`src/rtl/vga_pkg.sv`:
```
// Shared types and constants for the VGA pixel path.
// Mode encodings, packed RGB type and the colour-bar palette.
package vga_pkg;

  localparam int HFP    = 16;
  localparam int HPULSE = 96;
  localparam int HBP    = 48;
  localparam int VFP    = 10;
  localparam int VPULSE = 2;
  localparam int VBP    = 33;

  typedef enum logic [1:0] {
    PM_FB,
    PM_BARS,
    PM_CHECK,
    PM_GRAD
  } pattern_mode_t;

  typedef struct packed {
    logic [7:0] r;
    logic [7:0] g;
    logic [7:0] b;
  } rgb_t;

  localparam rgb_t BAR_WHITE   = 24'hFFFFFF;
  localparam rgb_t BAR_YELLOW  = 24'hFFFF00;
  localparam rgb_t BAR_CYAN    = 24'h00FFFF;
  localparam rgb_t BAR_GREEN   = 24'h00FF00;
  localparam rgb_t BAR_MAGENTA = 24'hFF00FF;
  localparam rgb_t BAR_RED     = 24'hFF0000;
  localparam rgb_t BAR_BLUE    = 24'h0000FF;
  localparam rgb_t BAR_BLACK   = 24'h000000;

  function automatic rgb_t bar_color(input logic [2:0] idx);
    rgb_t c;
    unique case (idx)
      3'd0: c = BAR_WHITE;
      3'd1: c = BAR_YELLOW;
      3'd2: c = BAR_CYAN;
      3'd3: c = BAR_GREEN;
      3'd4: c = BAR_MAGENTA;
      3'd5: c = BAR_RED;
      3'd6: c = BAR_BLUE;
      3'd7: c = BAR_BLACK;
    endcase
    return c;
  endfunction

endpackage

```
`src/rtl/vga_delay.sv`:
```
// Fixed-depth shift register with a parameterised reset value.
// Keeps sync, blank and pattern colour aligned with framebuffer reads.
module vga_delay #(
  parameter int DEPTH = 1,
  parameter int WIDTH = 1,
  parameter logic [WIDTH-1:0] RST_VAL = '0
) (
  input  logic             clk,
  input  logic             rst_n,
  input  logic [WIDTH-1:0] d,
  output logic [WIDTH-1:0] q
);

  logic [WIDTH-1:0] sr [DEPTH];

  always_ff @(posedge clk or negedge rst_n) begin
    if (!rst_n) begin
      for (int i = 0; i < DEPTH; i++) sr[i] <= RST_VAL;
    end else begin
      sr[0] <= d;
      for (int i = 1; i < DEPTH; i++) sr[i] <= sr[i-1];
    end
  end

  assign q = sr[DEPTH-1];

endmodule

```
`src/rtl/vga_pixel_gen.sv`:
```
// Pixel stage after the VGA timing generator: counters, framebuffer
// reads, test patterns and re-alignment of sync/blank with pixel data.
module vga_pixel_gen
  import vga_pkg::*;
#(
  parameter int HDISP  = 640,
  parameter int VDISP  = 480,
  parameter int RD_LAT = 2,
  parameter int AW     = $clog2(HDISP*VDISP)
) (
  input  logic          CLK,
  input  logic          nRST,
  input  logic          HS_IN,
  input  logic          VS_IN,
  input  logic          BLANK_IN,
  input  logic [1:0]    MODE,
  output logic          FB_RD,
  output logic [AW-1:0] FB_ADDR,
  input  logic [23:0]   FB_DATA,
  output logic [7:0]    VGA_R,
  output logic [7:0]    VGA_G,
  output logic [7:0]    VGA_B,
  output logic          VGA_HS,
  output logic          VGA_VS,
  output logic          VGA_BLANK
);

  localparam int XW   = ($clog2(HDISP) > 8) ? $clog2(HDISP) : 8;
  localparam int YW   = ($clog2(VDISP) > 8) ? $clog2(VDISP) : 8;
  localparam int BARW = HDISP / 8;
  localparam int SW   = ($clog2(BARW) > 0) ? $clog2(BARW) : 1;
  localparam int DW   = 28;

  logic [XW-1:0] x;
  logic [YW-1:0] y;
  logic [SW-1:0] sub;
  logic [2:0]    bar;
  logic [7:0]    frame;
  pattern_mode_t mode_q;
  logic          blank_d;
  logic          vs_d;
  logic          vs_fall;
  logic          line_end;
  logic          is_fb;
  rgb_t          pat;

  assign vs_fall  = vs_d & ~VS_IN;
  assign line_end = blank_d & ~BLANK_IN;
  assign is_fb    = (mode_q == PM_FB);

  always_ff @(posedge CLK or negedge nRST) begin
    if (!nRST) begin
      x       <= '0;
      y       <= '0;
      sub     <= '0;
      bar     <= '0;
      frame   <= '0;
      mode_q  <= PM_BARS;
      blank_d <= 1'b0;
      vs_d    <= 1'b1;
    end else begin
      blank_d <= BLANK_IN;
      vs_d    <= VS_IN;
      if (BLANK_IN) begin
        if (x != XW'(HDISP-1)) x <= x + 1'b1;
        if (sub == SW'(BARW-1)) begin
          sub <= '0;
          bar <= bar + 1'b1;
        end else begin
          sub <= sub + 1'b1;
        end
      end else begin
        x   <= '0;
        sub <= '0;
        bar <= '0;
      end
      // vertical sync low wins over a coincident end of line
      if (!VS_IN) y <= '0;
      else if (line_end && y != YW'(VDISP-1)) y <= y + 1'b1;
      if (vs_fall) begin
        frame  <= frame + 1'b1;
        mode_q <= pattern_mode_t'(MODE);
      end
    end
  end

  assign FB_RD   = nRST & BLANK_IN & is_fb;
  assign FB_ADDR = AW'(y) * AW'(HDISP) + AW'(x);

  always_comb begin
    pat = '0;
    unique case (mode_q)
      PM_BARS:  pat = bar_color(bar);
      PM_CHECK: pat = (x[5] ^ y[5]) ? BAR_WHITE : BAR_BLACK;
      PM_GRAD:  pat = '{r: x[7:0], g: y[7:0], b: frame};
      default:  pat = '0;
    endcase
  end

  logic [DW-1:0] dly_q;
  logic          hs_l;
  logic          vs_l;
  logic          blank_l;
  logic          fb_l;
  rgb_t          pat_l;

  vga_delay #(
    .DEPTH  (RD_LAT),
    .WIDTH  (DW),
    .RST_VAL({1'b1, 1'b1, 26'd0})
  ) u_dly (
    .clk  (CLK),
    .rst_n(nRST),
    .d    ({HS_IN, VS_IN, BLANK_IN, is_fb, pat}),
    .q    (dly_q)
  );

  assign {hs_l, vs_l, blank_l, fb_l, pat_l} = dly_q;

  always_ff @(posedge CLK or negedge nRST) begin
    if (!nRST) begin
      VGA_HS    <= 1'b1;
      VGA_VS    <= 1'b1;
      VGA_BLANK <= 1'b0;
      {VGA_R, VGA_G, VGA_B} <= '0;
    end else begin
      VGA_HS    <= hs_l;
      VGA_VS    <= vs_l;
      VGA_BLANK <= blank_l;
      if (!blank_l) {VGA_R, VGA_G, VGA_B} <= '0;
      else if (fb_l) {VGA_R, VGA_G, VGA_B} <= FB_DATA;
      else {VGA_R, VGA_G, VGA_B} <= pat_l;
    end
  end

endmodule
```
`config.mk`:
```
export PLATFORM = sky130hd
export DESIGN_NAME = vga_pixel_gen
export DESIGN_NICKNAME = d
export VERILOG_FILES = /design/src/rtl/vga_pkg.sv /design/src/rtl/vga_delay.sv /design/src/rtl/vga_pixel_gen.sv
export SDC_FILE = /design/constraint.sdc
export NUM_CORES = 1
export LEC_CHECK = 0
export BUFFER_PORTS_ARGS = -buffer_cell sky130_fd_sc_hd__clkbuf_2
export CAP_MARGIN = 20
export CORE_MARGIN = 4
export CORE_UTILIZATION = 51
export CTS_CLUSTER_DIAMETER = 50
export CTS_CLUSTER_SIZE = 20
export DETAILED_ROUTE_END_ITERATION = 7
export PLACE_DENSITY = 0.75
export SLEW_MARGIN = 20
export SYNTH_ARGS = -nofsm -noshare
export SYNTH_HDL_FRONTEND = slang
export SYNTH_SLANG_ARGS = --single-unit
export TNS_END_PERCENT = 50
```
`constraint.sdc`:
```
create_clock -name CLK -period 2.3 [get_ports CLK]
set_input_delay 0.115 -clock CLK [delete_from_list [all_inputs] [get_ports CLK]]
set_output_delay 0.115 -clock CLK [all_outputs]
set_load 0.01 [all_outputs]
```
==> impl_metrics.tcl, run 1 <==
set metrics [dict create \
    status "finished with violations" \
    violations "negative setup slack" \
    start_util_pct 52.63 \
    clock_skew_ns 0.008253 \
    clk_pin_slew_worst_paths_ns 0.06 \
    finalSetupViolations 8 \
    clock_latency_ns 0.51 \
    synth_nets 469 \
    wl_per_cell_um 15.81 \
    layout_commonest_cell "dfrtp_1" \
    grtUsageTotal_pct 20.48 \
    grt.met2_usage_pct 34.34 \
    use_met1_pct 25.65 \
    via_count 3564 \
    p_int_uw 4545 \
    setup_ws_ns -0.7419 \
    met3_usage_pct 5.506 \
    slew_violations 0 \
    final_util_pct 71.32 \
    antenna_found_initial 0 \
    crit_path_max_fanout 3 \
    rows 36 \
    swShare_pct 24.42 \
    fp.dieW_um 108.9 \
    nets 612 \
    reg2reg_setup_slack_ns 0.39 \
    drc 0 \
    p_sw_uw 1469 \
    cts_root_buf "clkbuf_8" \
    dieArea_sq_um 11860 \
    cts_tree "done" \
    grt_max_degree 49 \
    clockPowerShare_pct 46.7 \
    reg2reg_to "y[5]$_DFFE_PN0P_" \
    worstMarginPinSlew_ns 0.6484 \
    syn_inst 414 \
    async_flop_share_pct 100.0 \
    grt_pass1_wl_um 18490 \
    dp_hpwl_um 6805 \
    finalHoldViolCount 0 \
    syn_avg_cell_area_sq_um 12.54 \
    finalCriticalPeriod_ns 3.042 \
    synth_edf_count 0 \
    wirelength_um 11110 \
    die_h_um 108.9 \
    layout_worst_path_cycle_share_pct 132.3 \
    reg2reg_depth 7 \
    synth_flop_cell "dfrtp_1" \
    syn_area_sq_um 5191 \
    grt_setup_unrepaired "yes" \
    synth-seq-area-share_pct 58.98 \
    cp.arrival_ns 2.93 \
    slew_headroom_pct 56.48 \
    worstReg2RegStart "y[1]$_DFFE_PN0P_" \
    detail-route-antenna-nets 0 \
    gp_congestion 0.8077 \
    cp-start-kind "flop" \
    drt_iter0_drc 195 \
    fmaxAchievable_mhz 328.7 \
    ys_warn_count 0 \
    crit_required_ns 2.18 \
    first_global_vias 3793 \
    total_leakage_power_uw 0.003616 \
    io_buffers 77 \
    dpl.cell_count 633 \
    ys_seq_elements 122 \
    via_per_inst 5.070 \
    fin_tns_setup_ns -4.119 \
    antenna_cells 0 \
    synth_cell_types 40 \
    area_growth_pct 35.53 \
    top_usage_layer "met2" \
    endpoint_kind "output port" \
    cts_buffers 17 \
    fin_cells 703 \
    overflow 0 \
    coreArea_sq_um 9864 \
    max_cap_violations 0 \
    pwr-share-comb_pct 10.3 \
    drive_above_1_share_pct 32.63 \
    power_frac_seq_pct 43.0 \
    clock_sinks 122 \
    pin_count 78 \
    powerDensity_nw_per_um2 854.8 \
    path_class "flop to output port" \
    ir_drop_v 0.0003869 \
    final_cell_mix "dfrtp_1 (112), clkbuf_2 (71), buf_4 (34)" \
    hold_path.class "input pin to asynchronous set/reset pin" \
    cts_buffer_depth 2 \
    dr.pass1.iters 5 \
    htreeDepth 4 \
]
==> synth_stat cells (all sizes together), types with 10 or more instances <==
cell / count / area (sq um)
dfrtp: 115 / 2878
nor2b: 29 / 181.4
a21o: 27 / 202.7
xnor2: 27 / 244.0
mux2i: 26 / 260.3
ha: 22 / 275.3
nor2: 20 / 75.07
nand3: 16 / 80.08
xor2: 14 / 122.6
clkbuf: 11 / 42.54
nand2: 11 / 41.29
o21ai: 11 / 55.05
and2: 10 / 62.56
==> power groups by stage <==
stage | Clock [uW] | Sequential, uW | Combinational (uW)
floorplan | 0 | 2600 | 333
global placement | 0 | 2600 | 546
detailed placement | 0 | 2610 | 561
CTS | 2840 | 2580 | 616
global route | 2970 | 2620 | 694
finish | 2810 | 2590 | 622
==> sequential cells by signal, indices dropped and copies added (netlist names) <==
register and cells:
sub 7, x 10, VGA_BLANK 1, VGA_VS 1, VGA_R 8, frame 8
VGA_HS 1, u_dly.sr 28, VGA_G 8, u_dly.q 28, mode_q 2, bar 3
y 9, VGA_B 8
==> worst max-delay path, cell delays in order (launching register included) <==
cell and delay, ns:
dfrtp_2 0.44, ha_1 0.30, ha_1 0.29, and4_1 0.21, a311oi_2 0.35, xnor2_1 0.21, nand4_1 0.17, buf_4 0.18
xnor2_2 0.11, buf_2 0.15
==> layer usage <==
metal	share of wire, %	vias up	wire length (um)
met5	0	-	0
met4	1.7	0	186
met3	5.3	18	592
met2	51	119	5632
met1	42	1727	4701
li1	-	1700	-
==> through the flow <==
step / total power (uW) / hold WS [ns] / area, sq um / worst slack (ns)
6_report: 6014 / 0.06694 / 7036 / -0.7419
5_1_grt: 6277 / 0.09503 / 7036 / -0.8257
4_1_cts: 6041 / 0.06582 / 6962 / -0.7433
3_5_place_dp: 3167 / 0.06626 / 5926 / -0.3234
3_3_place_gp: 3141 / 0.06038 / 5926 / -0.2447
2_1_floorplan: 2934 / -0.1806 / 5259 / -0.09118
==> area by class of cell <==
| type | instances | area [sq um] |
|---|---|---|
| Inverter | 9 | 33.78 |
| Timing Repair Buffer | 144 | 980.9 |
| Multi-Input combinational cell | 263 | 2153 |
| Clock buffer | 18 | 427.9 |
| Fill cell | 642 | 2829 |
| Sequential cell | 122 | 3065 |
| Clock inverter | 14 | 207.7 |
| Tap cell | 133 | 166.4 |
==> repair_timing <==
item / 4_1_cts / 5_1_grt
pin swaps: 21 / 9
endpoints found under the hold margin: 71 / 0
hold buffers: 30 / 0
buffers inserted: 6 / 2
endpoints found under the setup margin: 9 / 9
gates resized for setup: 12 / 13
==> cells by family (layout without fill, tap and decap cells) <==
logic type | count (synthesis) | count (layout) | synth area share (%)
flops | 122 | 122 | 58.98
xor+xnor | 41 | 41 | 7.062
simple gates | 112 | 112 | 11.86
buf+inv | 29 | 185 | 2.675
fa+ha+maj | 24 | 24 | 6.074
compound gates | 57 | 57 | 7.689
mux | 29 | 29 | 5.664
==> worst max path at each step <==
stage / slack, ns / start / endpoint / depth (start not counted)
6_report: -0.74 / y[4]$_DFFE_PN0P_ / FB_ADDR[16] / 9
2_1_floorplan: -0.09 / y[1]$_DFFE_PN0P_ / FB_ADDR[18] / 8
3_3_place_gp: -0.24 / y[3]$_DFFE_PN0P_ / FB_ADDR[17] / 10
4_1_cts: -0.74 / y[1]$_DFFE_PN0P_ / FB_ADDR[17] / 10
5_1_grt: -0.83 / y[1]$_DFFE_PN0P_ / FB_ADDR[17] / 10
3_5_place_dp: -0.32 / y[3]$_DFFE_PN0P_ / FB_ADDR[17] / 10
No activity file was read; power rests on OpenSTA's default activity.
==> inputs of run 2 (changes only) <==
ABC_AREA = 1   (was not set)
CORE_ASPECT_RATIO = 0.6   (was not set)
CORE_MARGIN = 2   (was 4)
==> run 2 against run 1 <==
Effect of this change:
- the run still ends with negative setup slack left
- sequential power about the same
- combinational power about the same
- via count up 22%
- worst hold slack worse by 0.058 ns
- routed wire length up 11%
- first-iteration DRC count up 45%
- die area down 3.7%
- utilization down 1.6 points
- cell count up 21%
- fmax up 15%
- clock power down 4%
- critical path type unchanged
- highest routed layer unchanged
==> impl_metrics.tcl, run 2 <==
set metrics [dict create \
    worstReg2RegStart "y[1]$_DFFE_PN0P_" \
    reg2reg_setup_slack_ns 0.48 \
    crit_path_start "y[2]$_DFFE_PN0P_" \
    cp.arrival_ns 2.54 \
    dieArea_sq_um 11420 \
    yosysMostFrequentCell "dfrtp_1" \
    finalHoldViolCount 0 \
    final_util_pct 69.72 \
    start_util_pct 53.56 \
    min_to "VGA_B[2]$_DFF_PN0_" \
    clock_skew_ns 0.01905 \
    wirelength_um 12300 \
    grtUsageTotal_pct 22.35 \
    crit_path_max_fanout 4 \
    status "finished with violations" \
    ys_top_cells_by_count "dfrtp_1 (115), nand2_1 (101), nor2_1 (84), inv_1 (52), nand3_1 (38)" \
    synth_edf_count 0 \
    overflow 0 \
    cts_buffers 17 \
    clock_latency_ns 0.42 \
    slew_headroom_pct 53.32 \
    clk_pin_slew_worst_paths_ns 0.06 \
    finalSetupViolations 8 \
    synth_area_leader_cell "dfrtp_1" \
    clock_sinks 122 \
    total_leakage_power_uw 0.003548 \
    syn_area_sq_um 5385 \
    grt_pass1_wl_um 19490 \
    synth_nets 636 \
    pin_count 78 \
    drc 0 \
    area_growth_pct 30.18 \
    fp.dieW_um 136.7 \
    drt_iter0_drc 282 \
    antenna_found_initial 0 \
    nets 757 \
    ir_drop_v 0.0006337 \
    synth_cell_types 36 \
    io_buffers 77 \
    max_stage_delay_ns 0.61 \
    max_cap_violations 0 \
    async_flop_share_pct 100.0 \
    fin_tns_setup_ns -2.219 \
    final_cell_mix "dfrtp_1 (113), nand2_1 (96), nor2_1 (80)" \
    synth_area_leaders "dfrtp_1 (53%), nand2_1 (7.0%), nor2_1 (5.9%)" \
    dr.pass1.iters 5 \
    fill_cells 727 \
    crit_family "adder cells" \
    dp_hpwl_um 7977 \
    gp_congestion 0.8681 \
    antenna_cells 0 \
    grt_setup_unrepaired "yes" \
    crit_required_ns 2.18 \
    cts_tree "done" \
    synth_flop_cell "dfrtp_1" \
    fmaxAchievable_mhz 377.2 \
    ys_warn_count 0 \
    layout_commonest_cell "dfrtp_1" \
    reg2reg_to "y[3]$_DFFE_PN0P_" \
    reg2reg_depth 11 \
    first_global_vias 4073 \
    via_count 4348 \
    detail-route-antenna-nets 0 \
    powerDensity_nw_per_um2 843.9 \
    grt_max_degree 93 \
    path_cells "ha_1 -> ha_4 -> fa_2 -> nand3_4 -> nor2_4 -> nand3_2 -> nor2_2 -> nand3_1 -> nand2_1 -> buf_2" \
    wl_per_cell_um 14.47 \
    endpoint_kind "output port" \
    cp-start-kind "flop" \
    worstMarginPinSlew_ns 0.6994 \
    rows 28 \
    ys_seq_elements 122 \
    seq_area_sq_um 3064 \
    slew_violations 0 \
    layout_worst_path_cycle_share_pct 115.3 \
    slowest_stage "fa_2" \
    hold_path.startpoint "FB_DATA[2]" \
    setup_ws_ns -0.3512 \
    htreeDepth 4 \
    cts_root_buf "clkbuf_16" \
    min_path_cells 3 \
    synth-seq-area-share_pct 56.85 \
    hold_path.class "input pin to flop" \
    synth_top_area_share_pct 53.44 \
    cp.buffers_inverters 1 \
    via_per_inst 5.115 \
    cts_buffer_depth 2 \
    drive_above_1_share_pct 25.03 \
    multi_input_area_sq_um 2101 \
    die_h_um 83.60 \
    finalCriticalPeriod_ns 2.651 \
    syn_inst 581 \
    syn_avg_cell_area_sq_um 9.269 \
    coreArea_sq_um 10050 \
    violations "negative setup slack" \
    path_class "flop to output port" \
]
==> run 2: final cells by class <==
class | count | share of cell area (%)
clock buffers | 19 | 6.318
multi-input cells | 370 | 29.97
inverters | 70 | 3.766
clock inverters | 13 | 2.356
repair buffers | 121 | 11.48
flip-flops and latches | 122 | 43.71
well taps | 135 | 2.409
==> run 2: logic make-up (layout without fill, tap and decap cells) <==
family	Yosys count	in the layout	synth area share [%]
simple gates	253	253	20.07
flops	122	122	56.85
buf+inv	89	223	6.877
compound gates	79	79	8.062
fa+ha+maj	24	24	5.855
xor+xnor	14	14	2.277
==> run 2: how the worst max path moves through the flow <==
stage | endpoint | slack [ns] | depth (start not counted)
finish | FB_ADDR[17] | -0.35 | 10
global route | FB_ADDR[17] | -0.47 | 10
CTS | FB_ADDR[17] | -0.38 | 10
detailed placement | FB_ADDR[16] | -0.02 | 12
global placement | FB_ADDR[17] | 0.04 | 11
floorplan | FB_ADDR[17] | 0.11 | 10
==> run 2: metal layers <==
layer  up-vias  track usage, %  routed length (um)  part of all wire [%]
li1       2114               -                   -                     -
met4         0           7.102                 131                   1.1
met1      2044           30.50                5691                    46
met5         -               0                   0                     0
met2       175           34.41                5559                    45
met3        15           6.557                 915                   7.4
==> run 2: what timing repair did <==
item                       4_1_cts  5_1_grt
resized for setup               11       26
setup endpoints to repair        8        9
hold buffers                    28        0
hold endpoints to repair        57        0
pin swaps                        2       12
setup buffers                    0        3
==> run 2: stage by stage <==
stage	setup slack [ns]	instances	total power [uW]	instance area [sq um]	hold WS [ns]
2_1_floorplan	0.1127	581	2933	5385	-0.1806
3_3_place_gp	0.04183	787	3146	5946	0.09110
3_5_place_dp	-0.01871	787	3182	5946	0.09520
4_1_cts	-0.3783	847	5955	6893	0.02101
5_1_grt	-0.4718	850	6202	7010	0.03263
6_report	-0.3512	850	5916	7010	0.008471
==> run 2: worst register-to-register path: cells and delay by family, from the launching register on <==
family,cells,cell delay [ns]
flops,1,0.40
fa+ha+maj,1,0.16
buf+inv,2,0.26
simple gates,8,0.87
==> run 2: power breakdown <==
part / switching (uW) / total, uW / internal (uW)
registers: 148 / 2590 / 2450
clock network: 964 / 2700 / 1740
logic: 384 / 619 / 235
total: 1500 / 5920 / 4420
